[config.mk]
export PLATFORM = sky130hd
export DESIGN_NAME = uart_tx
export DESIGN_NICKNAME = d
export VERILOG_FILES = /design/src/rtl/uart_tx.sv
export SDC_FILE = /design/constraint.sdc
export NUM_CORES = 1
export LEC_CHECK = 0
export CORE_ASPECT_RATIO = 1.75
export CORE_MARGIN = 1.5
export CORE_UTILIZATION = 25
export DETAILED_ROUTE_END_ITERATION = 7
export PLACE_DENSITY_LB_ADDON = 0.1
export REMOVE_ABC_BUFFERS = 1
export SYNTH_ARGS = -nofsm -noshare
export SYNTH_HDL_FRONTEND = slang
export SYNTH_SLANG_ARGS = --single-unit
[constraint.sdc]
create_clock -name i_clk -period 2.85 [get_ports i_clk]
set_clock_uncertainty 0.1 [all_clocks]
set_input_delay 0.57 -clock i_clk [delete_from_list [all_inputs] [get_ports i_clk]]
set_output_delay 0.57 -clock i_clk [all_outputs]
set_load 0.01 [all_outputs]
[src/rtl/uart_tx.sv]
// UART transmitter: start bit, NB_DATA data bits LSB first, optional parity, stop period.
// Latency: line drops to the start bit one cycle after accept; o_tx_done pulses on the final stop tick edge.
// Backpressure: i_tx_start is a level handshake; a held level cannot retrigger until it has been seen low once.
module uart_tx #(
    parameter int NB_DATA    = 8,
    parameter int SB_TICK    = 16,
    parameter int OVERSAMPLE = 16,
    parameter int PARITY     = 0
) (
    input  logic               i_clk,
    input  logic               i_rst,
    input  logic               i_tick,
    input  logic [NB_DATA-1:0] i_data,
    input  logic               i_tx_start,
    output logic               o_tx,
    output logic               o_tx_done,
    output logic               o_busy
);

    // Counter sized for the longer of a bit period and the stop period.
    localparam int TMAX = (SB_TICK > OVERSAMPLE) ? SB_TICK : OVERSAMPLE;
    localparam int TW   = $clog2(TMAX + 1);
    localparam int BW   = $clog2(NB_DATA + 1);

    localparam logic [TW-1:0] OS_LAST  = TW'(OVERSAMPLE - 1);
    localparam logic [TW-1:0] SB_LAST  = TW'(SB_TICK - 1);
    localparam logic [BW-1:0] BIT_LAST = BW'(NB_DATA - 1);

    typedef enum logic [2:0] {
        IDLE,
        START,
        DATA,
        PAR,
        STOP
    } state_t;

    state_t             state, state_nx;
    logic [TW-1:0]      tick_cnt, tick_cnt_nx;
    logic [BW-1:0]      bit_cnt, bit_cnt_nx;
    logic [NB_DATA-1:0] shift, shift_nx;
    logic               par_bit, par_bit_nx;
    logic               armed, armed_nx;
    logic               tx_nx, done_nx, busy_nx;

    // Next-state, counters and the values the registered outputs take next cycle.
    always_comb begin
        state_nx    = state;
        tick_cnt_nx = tick_cnt;
        bit_cnt_nx  = bit_cnt;
        shift_nx    = shift;
        par_bit_nx  = par_bit;
        armed_nx    = i_tx_start ? armed : 1'b1;
        done_nx     = 1'b0;

        case (state)
            IDLE: begin
                // A tick coincident with accept is deliberately not counted.
                if (i_tx_start && armed) begin
                    shift_nx    = i_data;
                    par_bit_nx  = (^i_data) ^ (PARITY == 2);
                    armed_nx    = 1'b0;
                    tick_cnt_nx = '0;
                    state_nx    = START;
                end
            end
            START: begin
                if (i_tick) begin
                    if (tick_cnt == OS_LAST) begin
                        tick_cnt_nx = '0;
                        bit_cnt_nx  = '0;
                        state_nx    = DATA;
                    end else begin
                        tick_cnt_nx = tick_cnt + TW'(1);
                    end
                end
            end
            DATA: begin
                if (i_tick) begin
                    if (tick_cnt == OS_LAST) begin
                        tick_cnt_nx = '0;
                        shift_nx    = shift >> 1;
                        bit_cnt_nx  = bit_cnt + BW'(1);
                        if (bit_cnt == BIT_LAST) begin
                            state_nx = (PARITY != 0) ? PAR : STOP;
                        end
                    end else begin
                        tick_cnt_nx = tick_cnt + TW'(1);
                    end
                end
            end
            PAR: begin
                if (i_tick) begin
                    if (tick_cnt == OS_LAST) begin
                        tick_cnt_nx = '0;
                        state_nx    = STOP;
                    end else begin
                        tick_cnt_nx = tick_cnt + TW'(1);
                    end
                end
            end
            STOP: begin
                if (i_tick) begin
                    if (tick_cnt == SB_LAST) begin
                        tick_cnt_nx = '0;
                        state_nx    = IDLE;
                        done_nx     = 1'b1;
                    end else begin
                        tick_cnt_nx = tick_cnt + TW'(1);
                    end
                end
            end
            default: state_nx = IDLE;
        endcase

        // Line level follows the state being entered so o_tx can be a plain register.
        case (state_nx)
            START:   tx_nx = 1'b0;
            DATA:    tx_nx = shift_nx[0];
            PAR:     tx_nx = par_bit_nx;
            default: tx_nx = 1'b1;
        endcase

        busy_nx = (state_nx != IDLE);
    end

    // State and output registers; reset aborts any frame in flight without a done pulse.
    always_ff @(posedge i_clk) begin
        if (i_rst) begin
            state     <= IDLE;
            tick_cnt  <= '0;
            bit_cnt   <= '0;
            shift     <= '0;
            par_bit   <= 1'b0;
            armed     <= 1'b1;
            o_tx      <= 1'b1;
            o_tx_done <= 1'b0;
            o_busy    <= 1'b0;
        end else begin
            state     <= state_nx;
            tick_cnt  <= tick_cnt_nx;
            bit_cnt   <= bit_cnt_nx;
            shift     <= shift_nx;
            par_bit   <= par_bit_nx;
            armed     <= armed_nx;
            o_tx      <= tx_nx;
            o_tx_done <= done_nx;
            o_busy    <= busy_nx;
        end
    end

endmodule

# Word-level counts from Yosys, hierarchy flattened
# Index checks and enable logic that the tools add are counted.
# word_totals
elab_cells	72
inputBits	12
ff_bits	25
# op_classes
add_sub_neg	2
muxes	31
n_eq_ne	15
bitwise	2
reduce_logical	12
# ops
operator	n
$mux 3	10
$mux 8	3
$mux 4	4
$pmux 8 s2	1
$mux 5	3
$pmux 3 s5	1
$eq 3x2->1 const B	4
$ne 2x2->1 const B	5
$pmux 5 s2	1
$pmux 4 s2	1
$reduce_xor 8->1	1
$eq 3x1->1 const B	2
$mux 1	6
$reduce_bool 2->1	3
$add 5x1->5 const B	1
$eq 5x4->1 const B	1
$reduce_and 5->1	1
$add 4x1->4 const B	1
$eq 4x3->1 const B	1
$reduce_and 4->1	1
$reduce_or 4->1	1
$eq 3x3->1 const B	1
$logic_not 3->1	1
$pmux 1 s3	1
6 further kinds	7

# Depth between registers and ports, before layout
# Gate-level depths: netlist of run 1.
# logic_depth
depth_word	7
mapped_depth	7
mapped_depth_nobuf	6

# Worst setup path after synthesis of run 1
# No wires, ideal clock.
# synth_timing
path_type	register to register
from	register tick_cnt[0]
to	register o_tx
path_stages_with_launch	8
required_ns	2.664
synth_period_minus_slack_ns	1.803
arrival_ns	1.616
setup_ns	0.086
path_slack_ns	1.047
path_buffers	1
cell_sequence	dfxtp_1 ha_1 nand3_2 or2_0 clkbuf_1 a31oi_1 nor2_1 a221oi_2
# synth_via
elab_chain_cells	6
# synth_lines
element	line	text
start, declared	38	logic [TW-1:0] tick_cnt, tick_cnt_nx;
start signal, assigned	140	tick_cnt <= tick_cnt_nx;
$eq 5x4->1 *	n/a	
$mux 3, on equally long branches (2 in a row)	n/a	
$pmux 3 s5	55	case (state)
$eq 3x2->1 or $eq 3x1->1 (tied branches)	116	case (state_nx)
$pmux 1 s3 *	116	
end signal, assigned	145	o_tx <= tx_nx;
end, declared	15	output logic o_tx,
# Every way passes the cells marked *; elsewhere a longest branch is shown, timed or not. The select of a mux whose other input is x is not followed.
# A chain may end at the register's enable or synchronous reset.

# Worst setup path in the final report of run 1
# layout_timing
from	input i_tx_start
to	register o_tx
# layout_via
elab_chain_cells	5
# layout_lines
element	line	text
start, declared	14	input logic i_tx_start,
$logic_and 1x1->1 *	58	if (i_tx_start && armed) begin
$mux 3	58	
$pmux 3 s5	55	
$eq 3x2->1 or $eq 3x1->1 (tied branches)	116	
$pmux 1 s3 *	116	
# Marked as above.

==> impl_metrics.toml, run 1 <==
[route]
routed_wl_mm = 3.17
wire_per_inst_um = 14.6
via_per_inst = 5.15
ant_nets = 0
drc = 0
vias = 1118
drtPass1Iterations = 4
initialDrtViolationCount = 21

[status]
status = "finished clean"

[worst_setup_path]
cp_slowest_cell = "clkdlybuf4s50_1"
endpoint_kind = "flip-flop"
max_stage_delay_ns = 0.47
cp_data_required_time_ns = 2.95
crit_fanout = 9
cp-start-kind = "input pin"
path_cells = "clkdlybuf4s50_1 > nor4bb_4 > and2_1 > a22oi_1 > o311a_1 > a221oi_2"
critical_path_class = "input pin to flip-flop"
cp.arrival_ns = 2.35

[yosys]
synth_largest_area_cell = "dfxtp_1"
syn_inst = 148
yosysWarnings = 0
synthTopCellsByArea = "dfxtp_1 (37%), xnor2_1 (5.9%), a22oi_1 (5.6%), a21oi_1 (4.8%), nor2_1 (3.4%)"
synthDistinctLibCells = 44
ys_async_sr_fraction = 0
ys_seq_area_frac = 0.372
ys_seq_elements = 25
avgSynthCellArea_um2 = 9.08
synthFlopType = "dfxtp_1"
syn_area_um2 = 1340
synth_edf_count = 0
synth_top_cell_area_share = 0.372

[clocking]
numCtsBuffers = 3
h-tree-depth = 1
cts.sinks = 25
post_cts_buffers = 0
clock_latency_ns = 0.27
post_cts_resized = 0
cts_tree = "built"
cts_buffer_depth = 2
cts_hold_buf = 0
clock_tree.root_cell = "clkbuf_8"
clk_pin_slew_worst_paths_ns = 0.09

[power_and_ir_drop]
cellPowerDensity_nw_per_um2 = 460
p_clk_frac = 0.295
switching_share = 0.270
share_comb_of_total_power = 0.184
p_sw_uw = 197
p_int_uw = 534
ir_drop_mv = 0.221
seqPwrFrac = 0.521
fin_total_pwr_uw = 731
leakage_uw = 0.000519

[finish]
layout.nets = 177
num_antenna_cells = 0
layout_common_cells = "dfxtp_1 (25), clkdlybuf4s50_1 (14), a21oi_1 (13)"
nFillCells = 554
area_delta_synth_final_pct = 18.2
drive_gt1_frac = 0.130
layout_commonest_cell = "dfxtp_1"
final_core_util = 0.305

[floorplanning]
initial_utilization = 0.258
core-area_um2 = 5210
boundaryPins = 15
fp.dieW_um = 58.4
die_height_um = 100
dieArea_um2 = 5840
num_rows = 35

[grt]
gr-total-overflow = 0
first_global_vias = 1139
grt_max_degree = 15
grtUsageTotal = 0.116
grt_pass1_wl_mm = 5.24
grt_antenna_before_repair = 0

[flow_run]
cap_violations = 0

[place]
gp_congestion = 0.757
dp_hpwl_mm = 2.51
numPortBuffers = 14

[timing]
whs_ns = 0.356
fmax_ghz = 0.443
layout_min_cycle_time_ns = 2.26
tns_ns = 0
finalSetupViolations = 0
final_max_slew_viol_count = 0
slew_headroom = 0.645
period_share = 0.792
worst_pin_slew_ns = 0.531
hold_viol = 0
rsz0062_at_grt = "no"

[worst_hold_path]
hold_class = "flip-flop to flip-flop"
critical path: cells and delay by family:
kind	cells	cell delay [ns]
AOI/OAI and AO/OA	3	0.54
buffers and inverters	1	0.47
and+or+nand+nor	2	0.77
metal layers:
layer,GRT usage,share of wire,vias to the layer above
li1,-,-,557
met1,0.118,0.39,542
met2,0.223,0.58,17
met3,0.0180,0.018,2
met4,0.0501,0.012,0
met5,0,0,-
per-stage QoR:
step,setup WS (ns),instance area (um^2),instances
2_1_floorplan,0.913,1300,139
3_3_place_gp,0.322,1540,213
3_5_place_dp,0.295,1540,213
4_1_cts,0.587,1590,217
5_1_grt,0.450,1590,217
6_report,0.592,1590,217
cells in the mapped netlist, types with 2 or more instances:
library cell	count
a2111oi_2	2
a211oi_2	2
a21boi_0	2
a21oi_1	13
a22oi_1	10
buf_2	2
clkbuf_1	5
dfxtp_1	25
ha_1	2
inv_1	4
nand2_1	11
nand2b_1	5
nand3_1	5
nand3b_1	2
nor2_1	12
nor2b_1	3
nor3_1	3
nor4_1	2
o21ai_0	4
or2_0	2
xnor2_1	9
sequential cells by signal, summed over array words and instances, names as in the netlist:
name / flops
par_bit: 1
tick_cnt: 5
bit_cnt: 4
state: 3
armed: 1
o_tx_done: 1
shift: 8
o_busy: 1
o_tx: 1
area by class of cell:
class | count | area [um^2] | share of cell area
inverters | 4 | 15.0 | 0.00946
well taps | 55 | 68.8 | 0.0433
flip-flops and latches | 25 | 500 | 0.315
repair buffers | 19 | 178 | 0.112
clock buffers | 4 | 45.0 | 0.0284
multi-input cells | 110 | 781 | 0.492
power by group through the flow:
stage	sequential (uW)	clock, uW	combinational (uW)
3_5_place_dp	389	0	136
2_1_floorplan	387	0	81.4
6_report	381	216	134
5_1_grt	383	243	148
3_3_place_gp	390	0	135
4_1_cts	381	225	137
final timing paths:
check	startpoint	to	slack, ns	cells after the start
max	i_tx_start	o_tx$_SDFF_PP1_	0.59	6
min	tick_cnt[4]$_SDFFE_PP0P_	tick_cnt[4]$_SDFFE_PP0P_	0.36	2
max reg2reg	state[1]$_SDFF_PP0_	tick_cnt[0]$_SDFFE_PP0P_	0.77	5
min reg2reg	tick_cnt[4]$_SDFFE_PP0P_	tick_cnt[4]$_SDFFE_PP0P_	0.36	2
cell families after synthesis:
group / count (synthesis) / share of synthesized area
mux: 3 / 0.0270
buf+inv: 13 / 0.0466
compound gates: 43 / 0.244
flops: 25 / 0.372
simple gates: 52 / 0.226
fa+ha+maj: 2 / 0.0186
xor+xnor: 10 / 0.0652
No activity file was read; power rests on OpenSTA's default activity.
==> run 2, diff against run 1 <==
==> constraint.sdc (replaced) <==
create_clock -name i_clk -period 2 [get_ports i_clk]
set_clock_uncertainty 0.1 [all_clocks]
set_input_delay 0.4 -clock i_clk [delete_from_list [all_inputs] [get_ports i_clk]]
set_output_delay 0.4 -clock i_clk [all_outputs]
set_load 0.01 [all_outputs]
==> run 2 against run 1 <==
Flip-flop and latch count unchanged. Routed wire length is 4.8% higher. Clock power up 43%. Highest routed layer unchanged.
==> impl_metrics.toml, run 2 (synthesis results as in run 1) <==
[timing]
slew_headroom = 0.767
finalSetupViolations = 0
period_share = 0.940
rsz0062_at_grt = "no"
whs_ns = 0.360
layout_min_cycle_time_ns = 1.88
worst_pin_slew_ns = 0.346
fmax_ghz = 0.532
hold_viol = 0
final_max_slew_viol_count = 0

[worst_setup_path]
crit_fanout = 5
endpoint_kind = "flip-flop"
cp_data_required_time_ns = 2.09
critPathBufInv = 1
path_cells = "clkdlybuf4s50_1 > nand2b_1 > or2_1 > a31oi_2 > nor2_1 > a221oi_2"
critPathTopFamily = "simple AND/OR/NAND/NOR gates"
ff2ff_path_depth = 6
critical_path_class = "input pin to flip-flop"
cp.arrival_ns = 1.98
cp.depth = 6
cp_slowest_cell = "clkdlybuf4s50_1"
cp-start-kind = "input pin"
max_stage_delay_ns = 0.49

[clocking]
cts_buffer_depth = 2
h-tree-depth = 1
clock_latency_ns = 0.27
post_cts_buffers = 0
cts_tree = "built"
cts.sinks = 25
numCtsBuffers = 3
clock_tree.root_cell = "clkbuf_8"
clk_pin_slew_worst_paths_ns = 0.09

[power_and_ir_drop]
cellPowerDensity_nw_per_um2 = 618
ir_drop_mv = 0.249
leakage_uw = 0.000615

[grt]
first_global_vias = 1265
gr-total-overflow = 0
grt_pass1_wl_mm = 5.63
grtUsageTotal = 0.127
grt_antenna_before_repair = 0
grt_max_degree = 15

[place]
numPortBuffers = 14
gp_congestion = 0.814
dp_hpwl_mm = 2.70
post_dp_cell_area_um2 = 1680

[worst_hold_path]
whs_path_depth = 2
hold_class = "flip-flop to flip-flop"

[route]
wire_per_inst_um = 14.1
via_per_inst = 5.07
drtPass1Iterations = 4
routed_wl_mm = 3.32
ant_nets = 0
drc = 0
vias = 1192
initialDrtViolationCount = 19

[status]
status = "finished clean"

[finish]
largest_reg_flops = 8
num_antenna_cells = 0
layout_commonest_cell = "dfxtp_1"
layout_common_cells = "dfxtp_1 (25), buf_4 (23), clkdlybuf4s50_1 (14)"
nFillCells = 561
top_regs = "shift (8), tick_cnt (5), bit_cnt (4)"
largest-register = "shift"
drive_gt1_frac = 0.233
layout.nets = 195
fin_area_um2 = 1750
area_delta_synth_final_pct = 30.0

[floorplanning]
boundaryPins = 15
initial_utilization = 0.258
num_rows = 35
core-area_um2 = 5210
dieArea_um2 = 5840
die_height_um = 100
fp.dieW_um = 58.4

[flow_run]
cap_violations = 0
-- run 2: final timing paths --
check                           startpoint                    end  slack, ns
hold reg to reg      shift[2]$_SDFFE_PP0P_  shift[2]$_SDFFE_PP0P_       0.36
setup / recovery                    i_tick        o_tx$_SDFF_PP1_       0.12
hold / removal       shift[2]$_SDFFE_PP0P_  shift[2]$_SDFFE_PP0P_       0.36
setup reg to reg  tick_cnt[1]$_SDFFE_PP0P_        o_tx$_SDFF_PP1_       0.15
-- run 2: final cells by class --
type | instances | area, um^2 | area share
well taps | 55 | 68.8 | 0.0394
clock inverters | 1 | 5.00 | 0.00287
inverters | 4 | 15.0 | 0.00860
clock buffers | 3 | 41.3 | 0.0236
repair buffers | 37 | 313 | 0.179
multi-input cells | 110 | 803 | 0.460
flip-flops and latches | 25 | 500 | 0.287
-- run 2: tightest hold or removal path: stages (launching register included) --
cell and delay [ns]:
dfxtp_1 0.32, nand2_1 0.05, a21oi_1 0.05
-- run 2: report_power, final --
group | internal [uW] | switching [uW] | total (uW)
registers | 523 | 14.4 | 538
clock network | 140 | 169 | 309
logic | 123 | 110 | 233
total | 786 | 293 | 1080
-- run 2: through the flow --
stage	total power, uW	util	std cells	worst slack [ns]	TNS (ns)
after floorplan	668	-	139	0.192	0
after global placement	780	0.322	231	-0.211	-1.75
after detailed placement	781	0.322	231	-0.248	-2.39
after CTS	1100	0.331	235	0.0334	0
after global routing	1140	0.335	235	0.00462	0
final	1080	0.335	235	0.119	0
-- run 2: repair_timing --
action / 4_1_cts / 5_1_grt
resized for setup: 0 / 5
setup endpoints to repair: 0 / 4
hold endpoints to repair: 0 / 0
hold buffers: 0 / 0
-- run 2: layer usage --
metal	track usage	wire, um	vias up	share of wire
met4	0.0733	124	0	0.037
met1	0.121	1180	565	0.35
li1	-	-	596	-
met3	0.0155	80	10	0.024
met2	0.245	1940	21	0.58
met5	0	0	-	0
